**config.mk**
```make
export PLATFORM = sky130hd
export DESIGN_NAME = ibex_fetch_skid_stage
export DESIGN_NICKNAME = d
export VERILOG_FILES = /design/src/rtl/ibex_fetch_skid_stage.sv
export SDC_FILE = /design/constraint.sdc
export NUM_CORES = 1
export LEC_CHECK = 0
export ABC_AREA = 1
export CAP_MARGIN = 20
export CORE_ASPECT_RATIO = 0.6
export CORE_UTILIZATION = 40
export DETAILED_ROUTE_END_ITERATION = 8
export MAX_ROUTING_LAYER = met4
export PLACE_DENSITY = 0.68
export SLEW_MARGIN = 10
export SYNTH_ARGS = -nofsm -noshare
export SYNTH_HDL_FRONTEND = slang
export SYNTH_SLANG_ARGS = --single-unit
```
**constraint.sdc**
```tcl
create_clock -name clk_i -period 14.7 [get_ports clk_i]
set_input_delay 2.94 -clock clk_i [delete_from_list [all_inputs] [get_ports clk_i]]
set_output_delay 2.94 -clock clk_i [all_outputs]
set_load 0.01 [all_outputs]
```
**src/rtl/ibex_fetch_skid_stage.sv**
```systemverilog
// Purpose : two-entry registered skid stage between prefetch buffer and ID, with push-time pre-decode.
// Latency : 1 cycle from accepted push to out_valid_o; outputs held stable while stalled.
// Backpr. : in_ready_o decodes the entry count only (no comb path from out_ready_i); deasserts when 2 held.
//
// Ports:
//   clk_i, rst_i           clock, synchronous active-high reset (control state only unless ResetAll)
//   flush_i                discard held entries and the same-cycle input
//   in_valid_i/in_ready_o  upstream handshake; in_rdata_i, in_addr_i, in_err_i, in_err_plus2_i payload
//   out_valid_o/out_ready_i downstream handshake; out_instr_o, out_pc_o and pre-decoded flags
//   busy_o                 at least one entry held
module ibex_fetch_skid_stage #(
    parameter bit ResetAll      = 1'b0,
    parameter bit ZeroCompUpper = 1'b1
) (
    input  logic        clk_i,
    input  logic        rst_i,
    input  logic        flush_i,

    input  logic        in_valid_i,
    output logic        in_ready_o,
    input  logic [31:0] in_rdata_i,
    input  logic [31:0] in_addr_i,
    input  logic        in_err_i,
    input  logic        in_err_plus2_i,

    output logic        out_valid_o,
    input  logic        out_ready_i,
    output logic [31:0] out_instr_o,
    output logic [31:0] out_pc_o,
    output logic        out_is_compressed_o,
    output logic        out_fetch_err_o,
    output logic        out_err_plus2_o,
    output logic        out_illegal_c_o,
    output logic        busy_o
);

    typedef struct packed {
        logic [31:0] instr;
        logic [31:0] pc;
        logic        is_c;
        logic        fetch_err;
        logic        err_plus2;
        logic        illegal_c;
    } entry_t;

    logic [1:0] cnt_q;
    entry_t     head_q;
    entry_t     tail_q;
    entry_t     in_entry;

    logic       push;
    logic       pop;
    logic       in_is_c;
    logic       in_fetch_err;

    // Ready/valid decode only the registered count.
    assign in_ready_o  = (cnt_q != 2'd2);
    assign out_valid_o = (cnt_q != 2'd0);
    assign busy_o      = (cnt_q != 2'd0);

    assign push = in_valid_i & in_ready_o & ~flush_i;
    assign pop  = out_valid_o & out_ready_i;

    // A PC+2 error on a compressed instruction belongs to the following
    // instruction, so it is not attributed to this one.
    assign in_is_c      = (in_rdata_i[1:0] != 2'b11);
    assign in_fetch_err = in_err_i & ~(in_is_c & in_err_plus2_i);

    always_comb begin
        in_entry           = '0;
        in_entry.instr     = (ZeroCompUpper && in_is_c) ? {16'h0000, in_rdata_i[15:0]}
                                                        : in_rdata_i;
        in_entry.pc        = in_addr_i;
        in_entry.is_c      = in_is_c;
        in_entry.fetch_err = in_fetch_err;
        in_entry.err_plus2 = in_fetch_err & in_err_plus2_i;
        in_entry.illegal_c = in_is_c & ~in_fetch_err & (in_rdata_i[15:0] == 16'h0000);
    end

    // Entry count: reset beats flush, flush beats push/pop.
    always_ff @(posedge clk_i) begin
        if (rst_i) begin
            cnt_q <= 2'd0;
        end else if (flush_i) begin
            cnt_q <= 2'd0;
        end else begin
            cnt_q <= cnt_q + {1'b0, push} - {1'b0, pop};
        end
    end

    // Payload storage. Writes while the count is being cleared are harmless
    // because nothing reads the slots until a fresh push.
    always_ff @(posedge clk_i) begin
        if (ResetAll && rst_i) begin
            head_q <= '0;
            tail_q <= '0;
        end else begin
            if (push && ((cnt_q == 2'd0) || ((cnt_q == 2'd1) && pop))) begin
                head_q <= in_entry;
            end else if (pop && (cnt_q == 2'd2)) begin
                head_q <= tail_q;
            end

            if (push && (cnt_q == 2'd1) && !pop) begin
                tail_q <= in_entry;
            end
        end
    end

    assign out_instr_o         = head_q.instr;
    assign out_pc_o            = head_q.pc;
    assign out_is_compressed_o = head_q.is_c;
    assign out_fetch_err_o     = head_q.fetch_err;
    assign out_err_plus2_o     = head_q.err_plus2;
    assign out_illegal_c_o     = head_q.illegal_c;

endmodule

```
== Word level (Yosys, flattened, before mapping) ==
Index checks and enable logic that the tools add are counted.

* Output and inout bits: 71
* Logic and storage cells: 45
* Register bits after elaboration: 138
* Input bits: 71

* Equality and inequality tests: 4
* Add/subtract/negate cells: 2
* Multiplexer cells: 3
* Bitwise logic cells: 11
* Reductions and logical operators: 12

{| class="wikitable"
|+ Operators by type and width
! operator !! number
|-
| $mux 68 || 2
|-
| $mux 32 || 1
|-
| $logic_not 16->1 || 1
|-
| $and 1x1->1 || 8
|-
| $logic_and 1x1->1 || 5
|-
| $ne 2x2->1 const B || 2
|-
| $reduce_bool 2->1 || 2
|-
| $not 1->1 || 3
|-
| $add 2x1->2 || 1
|-
| $eq 2x1->1 const B || 1
|-
| $eq 2x2->1 const B || 1
|-
| $logic_not 2->1 || 1
|-
| $reduce_or 2->1 || 1
|-
| $sub 2x1->2 || 1
|-
| $logic_not 1->1 || 1
|-
| $logic_or 1x1->1 || 1
|}

== Logic depth before layout (Yosys ltp) ==
* Depth in word-level cells: 8
* Mapped depth: 8
* Mapped depth without buffers: 8

== Worst setup path after synthesis ==
Ideal clock, no wire load.

* Kind: input-to-reg
* From: input port out_ready_i
* To: register head_q, in the netlist out_err_plus2_o, enable pin
* Stages on the path: 2
* Setup time: 0.588 ns
* Path slack: 6.349 ns
* Required time: 14.112 ns
* Data arrival time: 7.763 ns
* Buffers on the path: 0
* Cell sequence: inv_1 -> o21ai_0

* Longest elaborated chain between the ends: 5
* Elaborated cells on any way between the ends: 6
* Classes of those cells: 1 x bitwise; 5 x reduce/logical

{| class="wikitable"
|+ RTL lines
! item !! line !! RTL
|-
| start, declared || 27 || <nowiki>input logic out_ready_i,</nowiki>
|-
| $and 1x1->1 * || 62 || <nowiki>assign pop = out_valid_o & out_ready_i;</nowiki>
|-
| $logic_and 1x1->1 || 98 || <nowiki>if (push && ((cnt_q == 2'd0) || ((cnt_q == 2'd1) && pop))) begin</nowiki>
|-
| $logic_or 1x1->1 || 98 ||
|-
| $logic_and 1x1->1 || 98 ||
|-
| $reduce_bool 2->1 (no source line) * || - ||
|-
| end signal, assigned || 99 || <nowiki>head_q <= in_entry;</nowiki>
|-
| end signal, assigned || 101 || <nowiki>head_q <= tail_q;</nowiki>
|-
| end, declared || 47 || <nowiki>entry_t head_q;</nowiki>
|}

Every way passes the cells marked *; elsewhere a longest branch is shown, timed or not.
A chain may end at the register's enable or synchronous reset.

== Worst setup path after layout ==
* From: input port in_valid_i
* To: register head_q, in the netlist out_instr_o[14], enable pin

* Longest elaborated chain between the ends: 4

{| class="wikitable"
|+ RTL lines
! item !! line !! RTL
|-
| start, declared || 19 || <nowiki>input logic in_valid_i,</nowiki>
|-
| $and 1x1->1 (2 in a row) || 61 || <nowiki>assign push = in_valid_i & in_ready_o & ~flush_i;</nowiki>
|-
| $logic_and 1x1->1 || 98 ||
|-
| $reduce_bool 2->1 (no source line) || - ||
|}

No other way between the ends.

==> flow_summary.json <==
{
  "cts.htree.levels": 4,
  "gr-total-overflow": 0,
  "leakagePower_nw": 2.91,
  "powerDensity_nw_per_um2": 123,
  "io_buffers": 141,
  "avgSynthCellArea_um2": 12.5,
  "avgRoutedWirePerCell_um": 14.3,
  "diodes": 0,
  "cts_tree": "done",
  "synth.distinct_cells": 25,
  "synth_nets": 505,
  "die_w_um": 152,
  "switching_power_uw": 197,
  "swShare": 0.215,
  "combPwrFrac": 0.087,
  "yosysSeqAreaShare": 0.763,
  "fin_ws_ns": 9.55,
  "required_ns": 14.73,
  "clock_sinks": 138,
  "r2r_setup_slack_ns": 12.19,
  "maxSlewViolCount": 0,
  "drive_gt1_frac": 0.0860,
  "drtPass1Iterations": 7,
  "rows": 32,
  "core_area_um2": 13000,
  "crit_top_cell": "buf_4",
  "final_common_cell": "nand2_1",
  "antenna_found_initial": 0,
  "synth_top_area_frac": 0.756,
  "root_buffer": "clkbuf_16",
  "slowest_delay_ns": 0.66,
  "skew_ns": 0.0100,
  "clockBufferDepth": 2,
  "worst_pin_slew_ns": 0.910,
  "cts_resized": 0,
  "drt-total-wl_mm": 10.9,
  "cp-end-kind": "flop",
  "fin_crit_sh": 0.350,
  "cp_max_fo": 68,
  "final_core_util": 0.574,
  "cts_buffers": 17,
  "fin_setup_tns_ns": 0,
  "crit_type": "primary input to flop",
  "synthArstFlopShare": 0,
  "fmax_ghz": 0.194,
  "rsz0062_at_grt": "no",
  "total_power_uw": 915,
  "critPathArrivalTime_ns": 5.18,
  "layout_common_cells": "194 x nand2_1, 141 x clkdlybuf4s50_1, 136 x edfxtp_1",
  "p_clk_frac": 0.420,
  "drc": 22,
  "nFillCells": 1065,
  "clk_pin_slew_ns": 0.06,
  "hold_viol_final": 0,
  "initialDrtViolationCount": 263,
  "grt_pass1_vias": 3311,
  "grt_pass1_wl_mm": 17.4,
  "synth_area_um2": 5400,
  "cts_hold_buf": 0,
  "violations": "design-rule violations",
  "postSynthCellCount": 432,
  "ios": 142,
  "clkLatencyLatePin_ns": 0.40,
  "cap_violations": 0,
  "post-cts-setup-buffers": 0,
  "cp_slowest_cell": "buf_4",
  "finalCriticalPeriod_ns": 5.15,
  "die_y_um": 92.0,
  "grt_usage": 0.172,
  "setup_viol": 0,
  "via_count": 3419,
  "cp-start-kind": "primary input",
  "yosysTopAreaCell": "edfxtp_1",
  "finalWeightedCongestion": 0.755,
  "grt_max_degree": 73,
  "area_growth_pct": 38.1,
  "irDropWorstVdd_mv": 0.0713,
  "synth_edf_count": 136,
  "start_util": 0.415,
  "synthTopCellsByArea": "edfxtp_1 76%, nand2_1 13%, nor2_1 1.8%",
  "synth_seq_cells": 138,
  "maxSlewHeadroom": 0.394,
  "avgViaCountPerCell": 4.48,
  "die_area_um2": 14000,
  "seqPwrFrac": 0.494,
  "crit_chain": "clkdlybuf4s50_1, nand3_2, nor2_4, buf_4, inv_2, o21ai_4, buf_4",
  "yosysWarnings": 0,
  "hpwl_mm": 6.91,
  "ys_dominant_reg_cell": "edfxtp_1",
  "nNetsFinal": 653,
  "outcome": "finished, violations left",
  "place_ws_ns": 9.10,
  "antenna_left": 0,
  "p_int_uw": 718,
  "min_path_type": "flop to flop"
}
==> cells by family (layout without fill, tap and decap cells) <==
| family | after synthesis | count (layout) | share of synthesized area |
|---|---|---|---|
| AO/OA/AOI/OAI | 7 | 7 | 0.00648 |
| buffers and inverters | 43 | 204 | 0.0461 |
| flip-flops | 138 | 138 | 0.763 |
| AND/OR/NAND/NOR | 241 | 241 | 0.178 |
| adder cells (fa/ha/maj) | 2 | 2 | 0.00463 |
| XOR/XNOR | 1 | 1 | 0.00162 |
==> worst max-delay path: cells and delay by family <==
kind            cells  cell delay [ns]
buf+inv             4             1.87
simple gates        2             0.22
compound gates      1             0.08
==> flip-flops by register name (all words and copies together) (netlist names) <==
name / count
cnt_q: 2
out_err_plus2_o: 1
out_fetch_err_o: 1
out_illegal_c_o: 1
out_instr_o: 32
out_is_compressed_o: 1
out_pc_o: 32
tail_q: 68
==> power by group through the flow <==
stage	clock network [mW]	registers [mW]	logic [mW]
floorplan	0	0.466	0.0284
global placement	0	0.460	0.0786
detailed placement	0	0.460	0.0804
CTS	0.393	0.452	0.0805
global route	0.408	0.453	0.0874
finish	0.384	0.452	0.0793
==> worst paths after layout <==
path / from / endpoint / cells past startpoint
hold reg to reg: tail_q[63] / out_instr_o[27] / 2
setup / recovery: in_valid_i / out_instr_o[14] / 7
setup reg to reg: cnt_q[0] / out_instr_o[14] / 7
hold / removal: tail_q[63] / out_instr_o[27] / 2
==> layer usage <==
metal	GRT usage	up-vias	share of wire
met3	0.0506	6	0.083
met1	0.234	1544	0.49
li1	-	1725	-
met2	0.241	144	0.43
met4	0.0689	0	0.0044
met5	-	-	0
==> synth_stat cells (all sizes together) (2+ instances only) <==
cell    count
a21oi       2
buf        16
dfxtp       2
edfxtp    136
ha          2
inv        27
nand2     205
nand3       3
nor2       28
o21ai       5
or2         2
==> through the flow <==
stage	hold WS, ns	instances	cell area [um^2]
after CTS	0.510	763	7460
final	0.508	763	7460
after global placement	0.492	731	6930
after detailed placement	0.498	731	6930
after floorplan	0.487	432	5400
after global routing	0.528	763	7460
==> layout make-up <==
cell class / count / area, um^2 / share of cell area
Sequential cell: 138 / 4120 / 0.553
Timing Repair Buffer: 145 / 1440 / 0.193
Clock buffer: 19 / 433 / 0.0580
Tap cell: 170 / 213 / 0.0285
Clock inverter: 13 / 104 / 0.0139
Multi-Input combinational cell: 251 / 1050 / 0.140
Inverter: 27 / 101 / 0.0136
No activity file was read; power rests on OpenSTA's default activity.
